### config.mk
export PLATFORM = sky130hd
export DESIGN_NAME = frame_proc_sequencer
export DESIGN_NICKNAME = d
export VERILOG_FILES = /design/src/rtl/frame_proc_sequencer.sv
export SDC_FILE = /design/constraint.sdc
export NUM_CORES = 1
export LEC_CHECK = 0
export CORE_MARGIN = 2
export CORE_UTILIZATION = 55
export CTS_BUF_LIST = sky130_fd_sc_hd__clkbuf_2 sky130_fd_sc_hd__clkbuf_4 sky130_fd_sc_hd__clkbuf_8
export DETAILED_ROUTE_END_ITERATION = 10
export PLACE_DENSITY = 0.83
export SLEW_MARGIN = 25
export SYNTH_ARGS = -nofsm -noshare
export SYNTH_HDL_FRONTEND = slang
export SYNTH_SLANG_ARGS = --single-unit
export TNS_END_PERCENT = 30
### constraint.sdc
create_clock -name clk -period 3.08 [get_ports clk]
set_clock_uncertainty 0.15 [all_clocks]
set_input_delay 0.308 -clock clk [delete_from_list [all_inputs] [get_ports clk]]
set_output_delay 0.308 -clock clk [all_outputs]
set_load 0.05 [all_outputs]
### src/rtl/frame_proc_sequencer.sv
// Full-frame pass sequencer: sweeps the image ROM, streams pixels through the ALU, writes results to the frame buffer.
// Optional MODE_AUTO_START_EN: a mode-switch change while idle launches a pass like a start pulse.
module frame_proc_sequencer #(
   parameter int unsigned H_RES         = 640,
   parameter int unsigned V_RES         = 480,
   parameter int unsigned ADDR_W        = 19,
   parameter int unsigned PIX_W         = 8,
   parameter int unsigned DRAIN_TIMEOUT = 64
) (
   input  logic              clk,
   input  logic              rst,
   input  logic              start,
   input  logic [3:0]        mode,
   output logic              busy,
   output logic              done,
   output logic              err,
   output logic [ADDR_W-1:0] rom_addr,
   input  logic [PIX_W-1:0]  rom_q,
   output logic [3:0]        alu_mode,
   output logic [PIX_W-1:0]  alu_pixel_in,
   output logic              alu_in_valid,
   input  logic [PIX_W-1:0]  alu_pixel_out,
   input  logic              alu_out_valid,
   output logic              fb_we,
   output logic [ADDR_W-1:0] fb_addr,
   output logic [PIX_W-1:0]  fb_data
);

   localparam int unsigned       N_PIX     = H_RES * V_RES;
   localparam logic [ADDR_W-1:0] N_ADDR    = ADDR_W'(N_PIX);
   localparam logic [ADDR_W-1:0] LAST_ADDR = ADDR_W'(N_PIX - 1);
   localparam int unsigned       IDLE_W    = $clog2(DRAIN_TIMEOUT + 1);

   typedef enum logic [1:0] {S_IDLE, S_FETCH, S_DRAIN, S_DONE} state_t;

   state_t              state_q, state_d;
   logic [ADDR_W-1:0]   rd_cnt_q, rd_cnt_d;
   logic [ADDR_W-1:0]   wr_cnt_q, wr_cnt_d;
   logic [IDLE_W-1:0]   idle_q, idle_d;
   logic                err_q, err_d;
   logic [3:0]          alu_mode_q, alu_mode_d;
   logic                valid_q;
   logic                issue;
   logic                launch;
   logic                fb_we_q, fb_we_d;
   logic [ADDR_W-1:0]   fb_addr_q, fb_addr_d;
   logic [PIX_W-1:0]    fb_data_q, fb_data_d;

`ifdef MODE_AUTO_START_EN
   assign launch = start | (mode != alu_mode_q);
`else
   assign launch = start;
`endif

   always_comb begin
      // NOTE: every variable gets a default first so no path can infer a latch.
      state_d    = state_q;
      rd_cnt_d   = rd_cnt_q;
      wr_cnt_d   = wr_cnt_q;
      idle_d     = idle_q;
      err_d      = err_q;
      alu_mode_d = alu_mode_q;
      issue      = 1'b0;
      fb_we_d    = 1'b0;
      fb_addr_d  = fb_addr_q;
      fb_data_d  = fb_data_q;

      // Write-back runs alongside fetch; surplus results past the frame end are dropped.
      if ((state_q == S_FETCH || state_q == S_DRAIN) && alu_out_valid && wr_cnt_q < N_ADDR) begin
         fb_we_d   = 1'b1;
         fb_addr_d = wr_cnt_q;
         fb_data_d = alu_pixel_out;
         wr_cnt_d  = wr_cnt_q + 1'b1;
      end

      unique case (state_q)
         S_IDLE: begin
            if (launch) begin
               alu_mode_d = mode;
               rd_cnt_d   = '0;
               wr_cnt_d   = '0;
               idle_d     = '0;
               err_d      = 1'b0;
               state_d    = S_FETCH;
            end
         end
         S_FETCH: begin
            issue    = 1'b1;
            rd_cnt_d = rd_cnt_q + 1'b1;
            idle_d   = '0;
            if (rd_cnt_q == LAST_ADDR) state_d = S_DRAIN;
         end
         S_DRAIN: begin
            idle_d = alu_out_valid ? '0 : idle_q + 1'b1;
            if (wr_cnt_q == N_ADDR) begin
               state_d = S_DONE;
            end else if (idle_q == IDLE_W'(DRAIN_TIMEOUT)) begin
               err_d   = 1'b1;
               state_d = S_DONE;
            end
         end
         S_DONE:  state_d = S_IDLE;
         default: state_d = S_IDLE;
      endcase
   end

   always_ff @(posedge clk or negedge rst) begin
      if (!rst) begin
         state_q    <= S_IDLE;
         rd_cnt_q   <= '0;
         wr_cnt_q   <= '0;
         idle_q     <= '0;
         err_q      <= 1'b0;
         alu_mode_q <= '0;
         valid_q    <= 1'b0;
         fb_we_q    <= 1'b0;
         fb_addr_q  <= '0;
         fb_data_q  <= '0;
      end else begin
         // NOTE: state registers use non-blocking assignment so all flops update from pre-edge values.
         state_q    <= state_d;
         rd_cnt_q   <= rd_cnt_d;
         wr_cnt_q   <= wr_cnt_d;
         idle_q     <= idle_d;
         err_q      <= err_d;
         alu_mode_q <= alu_mode_d;
         valid_q    <= issue;
         fb_we_q    <= fb_we_d;
         fb_addr_q  <= fb_addr_d;
         fb_data_q  <= fb_data_d;
      end
   end

   // The issue strobe is delayed one cycle to line up with the registered ROM output.
   assign alu_in_valid = valid_q;
   assign alu_pixel_in = rom_q;
   assign rom_addr     = rd_cnt_q;
   assign alu_mode     = alu_mode_q;
   assign busy         = (state_q == S_FETCH) || (state_q == S_DRAIN);
   assign done         = (state_q == S_DONE);
   assign err          = err_q;
   assign fb_we        = fb_we_q;
   assign fb_addr      = fb_addr_q;
   assign fb_data      = fb_data_q;

endmodule

==> flow_summary_export.csv <==
group,metric,value,unit
status,outcome,"finished, final reports clean",
timing,hold_viol_final,0,
clock_tree,hold_buffers,0,
synthesis,ys_seq_elements,81,
setup_path,r2r-start,"state_q[1]",
hold_path,hold_start,"alu_pixel_out[4]",
die,die_area,0.00765,sq mm
setup_path,timing.rr.end,"wr_cnt_q[13]",
finish,num-fill-cells,518,
route,drt-vias-per-instance,5.48,
route,via_count,3056,
grt,top_usage_layer,"met2",
route,drt_iter0_markers,268,
timing,period_share,79.3,%
timing,rsz0062_at_grt,"false",
finish,syn2layout_area_growth,24.7,%
clock_tree,cts_tree,"done",
placement,dp_hpwl,5540,um
setup_path,setup.worst_path.start,"state_q[1]",
finish,postLayoutCellArea,0.00478,sq mm
timing,setup_tns,0,ns
power_and_ir_drop,powerDensity,534,mW/mm^2
clock_tree,cts_root_buffer,"clkbuf_8",
hold_path,holdPathEnd,"fb_data[4]",
power_and_ir_drop,p_leak,2.15,nW
grt,use_met1,29.8,%
timing,setup_viol,0,
placement,dpl_cell_area,0.00454,sq mm
timing,whs,0.325,ns
setup_path,critPathLaunchType,"flop",
synthesis,syn_area,0.00383,sq mm
finish,final_common_cell,"nand2_1",
setup_path,worstRegToRegCells,7,
setup_path,reg2reg_slack,0.73,ns
placement,port_buffers,70,
route,wl,7980,um
die,dieWidth,87.4,um
setup_path,end_kind,"primary output",
die,fp.dieH,87.4,um
power_and_ir_drop,vdd_ir_drop_max,427,uV
clock_tree,clock-sinks,81,
route,first_pass_iters,5,
synthesis,synthFlopType,"dfrtp_1",
synthesis,synth_edf_count,0,
die,rows,30,
job,max-cap-violations,0,
placement,gp_congestion,0.827,
timing,min_period,2.44,ns
grt,track_usage,22.0,%
grt,antenna_found_initial,0,
synthesis,ys_async_sr_fraction,100,%
timing,fmax,409,MHz
grt,gr-total-overflow,0,
route,drc,0,
grt,met3_usage,3.79,%
finish,final_cell_mix,"103 x nand2_1, 81 x dfrtp_1, 69 x clkdlybuf4s50_1",
grt,grt_first_pass_wirelength,13200,um
setup_path,criticalPathCategory,"reg -> out",
route,ant_nets,0,
synthesis,yosys_warnings,0,
clock_tree,clkLatencyLatePin,0.35,ns
route,wl_per_cell,14.3,um
hold_path,hold_depth,3,
grt,grt_start_max_net_pins,82,
timing,slew_viol_final,0,
hold_path,min-delay-path-class,"in -> reg",
timing,max_slew_margin,53.3,%
die,boundaryPins,87,
setup_path,arrival,1.99,ns
synthesis,syn_inst,408,
clock_tree,htree_levels,3,
synthesis,syn_area_per_cell,9.39,sq um
setup_path,cp.required,2.62,ns
synthesis,synthesis.nets,441,
clock_tree,clk_path_buf_depth,2,
clock_tree,postCtsSetupRepairBufs,0,
timing,worst_pin_slew,0.701,ns
finish,n_antenna_cell,0,
finish,nets,506,
clock_tree,clk_pin_slew,0.08,ns
clock_tree,cts-resized-gates,0,
setup_path,crit_fanout,4,
synthesis,synth.distinct_cells,45,
die,core-area,0.00676,sq mm
synthesis,seq_area_frac_synth,52.9,%
grt,met2_usage,34.1,%
clock_tree,numCtsBuffers,9,
grt,grt_pass1_vias,2953,
die,initial_core_util,56.7,%
finish,drive_gt1_share,5.86,%
==> how the worst max path moves through the flow <==
stage / slack (ns) / end
4_1_cts: 0.63 / busy
6_report: 0.64 / busy
5_1_grt: 0.54 / idle_q[5]
2_1_floorplan: 0.63 / wr_cnt_q[17]
3_5_place_dp: 0.74 / fb_data[2]
3_3_place_gp: 0.80 / fb_data[3]
==> final cells by class <==
type	count	area (sq um)	share of cell area, %
clock buffers	11	145	3.04
clock inverters	5	78.8	1.65
inverters	15	56.3	1.18
multi-input cells	292	1630	34.2
flip-flops and latches	81	2030	42.4
well taps	80	100	2.10
repair buffers	74	734	15.4
==> logic make-up after synthesis <==
logic type,count (synthesis),synth area share [%]
buffers and inverters,35,4.41
adders and majority gates,9,2.94
DFF,81,52.9
AOI/OAI and AO/OA,41,6.83
and+or+nand+nor,206,24.4
xor gates and xnor gates,31,7.09
muxes,5,1.37
==> cell usage after synthesis, types with 2 or more instances <==
cell type / count / area [sq um]
a2111o_1: 2 / 22.5
a21oi_1: 12 / 60.1
and3_1: 5 / 31.3
and4_1: 3 / 26.3
buf_2: 3 / 15.0
buf_4: 9 / 67.6
clkbuf_1: 8 / 30.0
dfrtp_1: 81 / 2030
ha_1: 9 / 113
inv_1: 14 / 52.6
mux2i_1: 3 / 30.0
nand2_1: 103 / 387
nand3_1: 12 / 60.1
nand4_1: 10 / 62.6
nor2_1: 39 / 146
nor3_1: 12 / 60.1
nor4_1: 4 / 25.0
nor4b_1: 2 / 17.5
o21ai_0: 14 / 70.1
or3_1: 9 / 56.3
xnor2_1: 21 / 184
xor2_1: 10 / 87.6
==> routing by layer <==
layer | up-vias | share of wire (%)
met5 | - | 0
met4 | 0 | 1.7
met3 | 16 | 5.3
met2 | 99 | 49
met1 | 1458 | 44
li1 | 1483 | -
==> through the flow <==
step	std cells	setup WS [ns]	utilization (%)	power, mW
2_1_floorplan	408	0.630	-	1.56
3_3_place_gp	541	0.801	67.2	1.70
3_5_place_dp	541	0.743	67.2	1.71
4_1_cts	557	0.631	70.5	2.56
5_1_grt	558	0.535	70.7	2.67
6_report	558	0.637	70.7	2.55
==> sequential cells by signal, summed over array words and instances, names as in the netlist <==
name / flops
fb_data: 8
wr_cnt_q: 19
fb_addr: 19
rom_addr: 19
alu_in_valid: 1
alu_mode: 4
err: 1
state_q: 2
fb_we: 1
idle_q: 7
==> critical path, stage by stage, from the launching register on <==
cell	delay, ns
dfrtp_1	0.40
inv_1	0.08
ha_1	0.33
clkdlybuf4s50_1	0.82
==> report_power, final <==
group	internal [mW]	total, mW	switching (mW)
Sequential	1.14	1.23	0.0889
Combinational	0.161	0.458	0.297
Clock	0.486	0.859	0.372
Note: power is estimated with default switching activity, not from simulation.
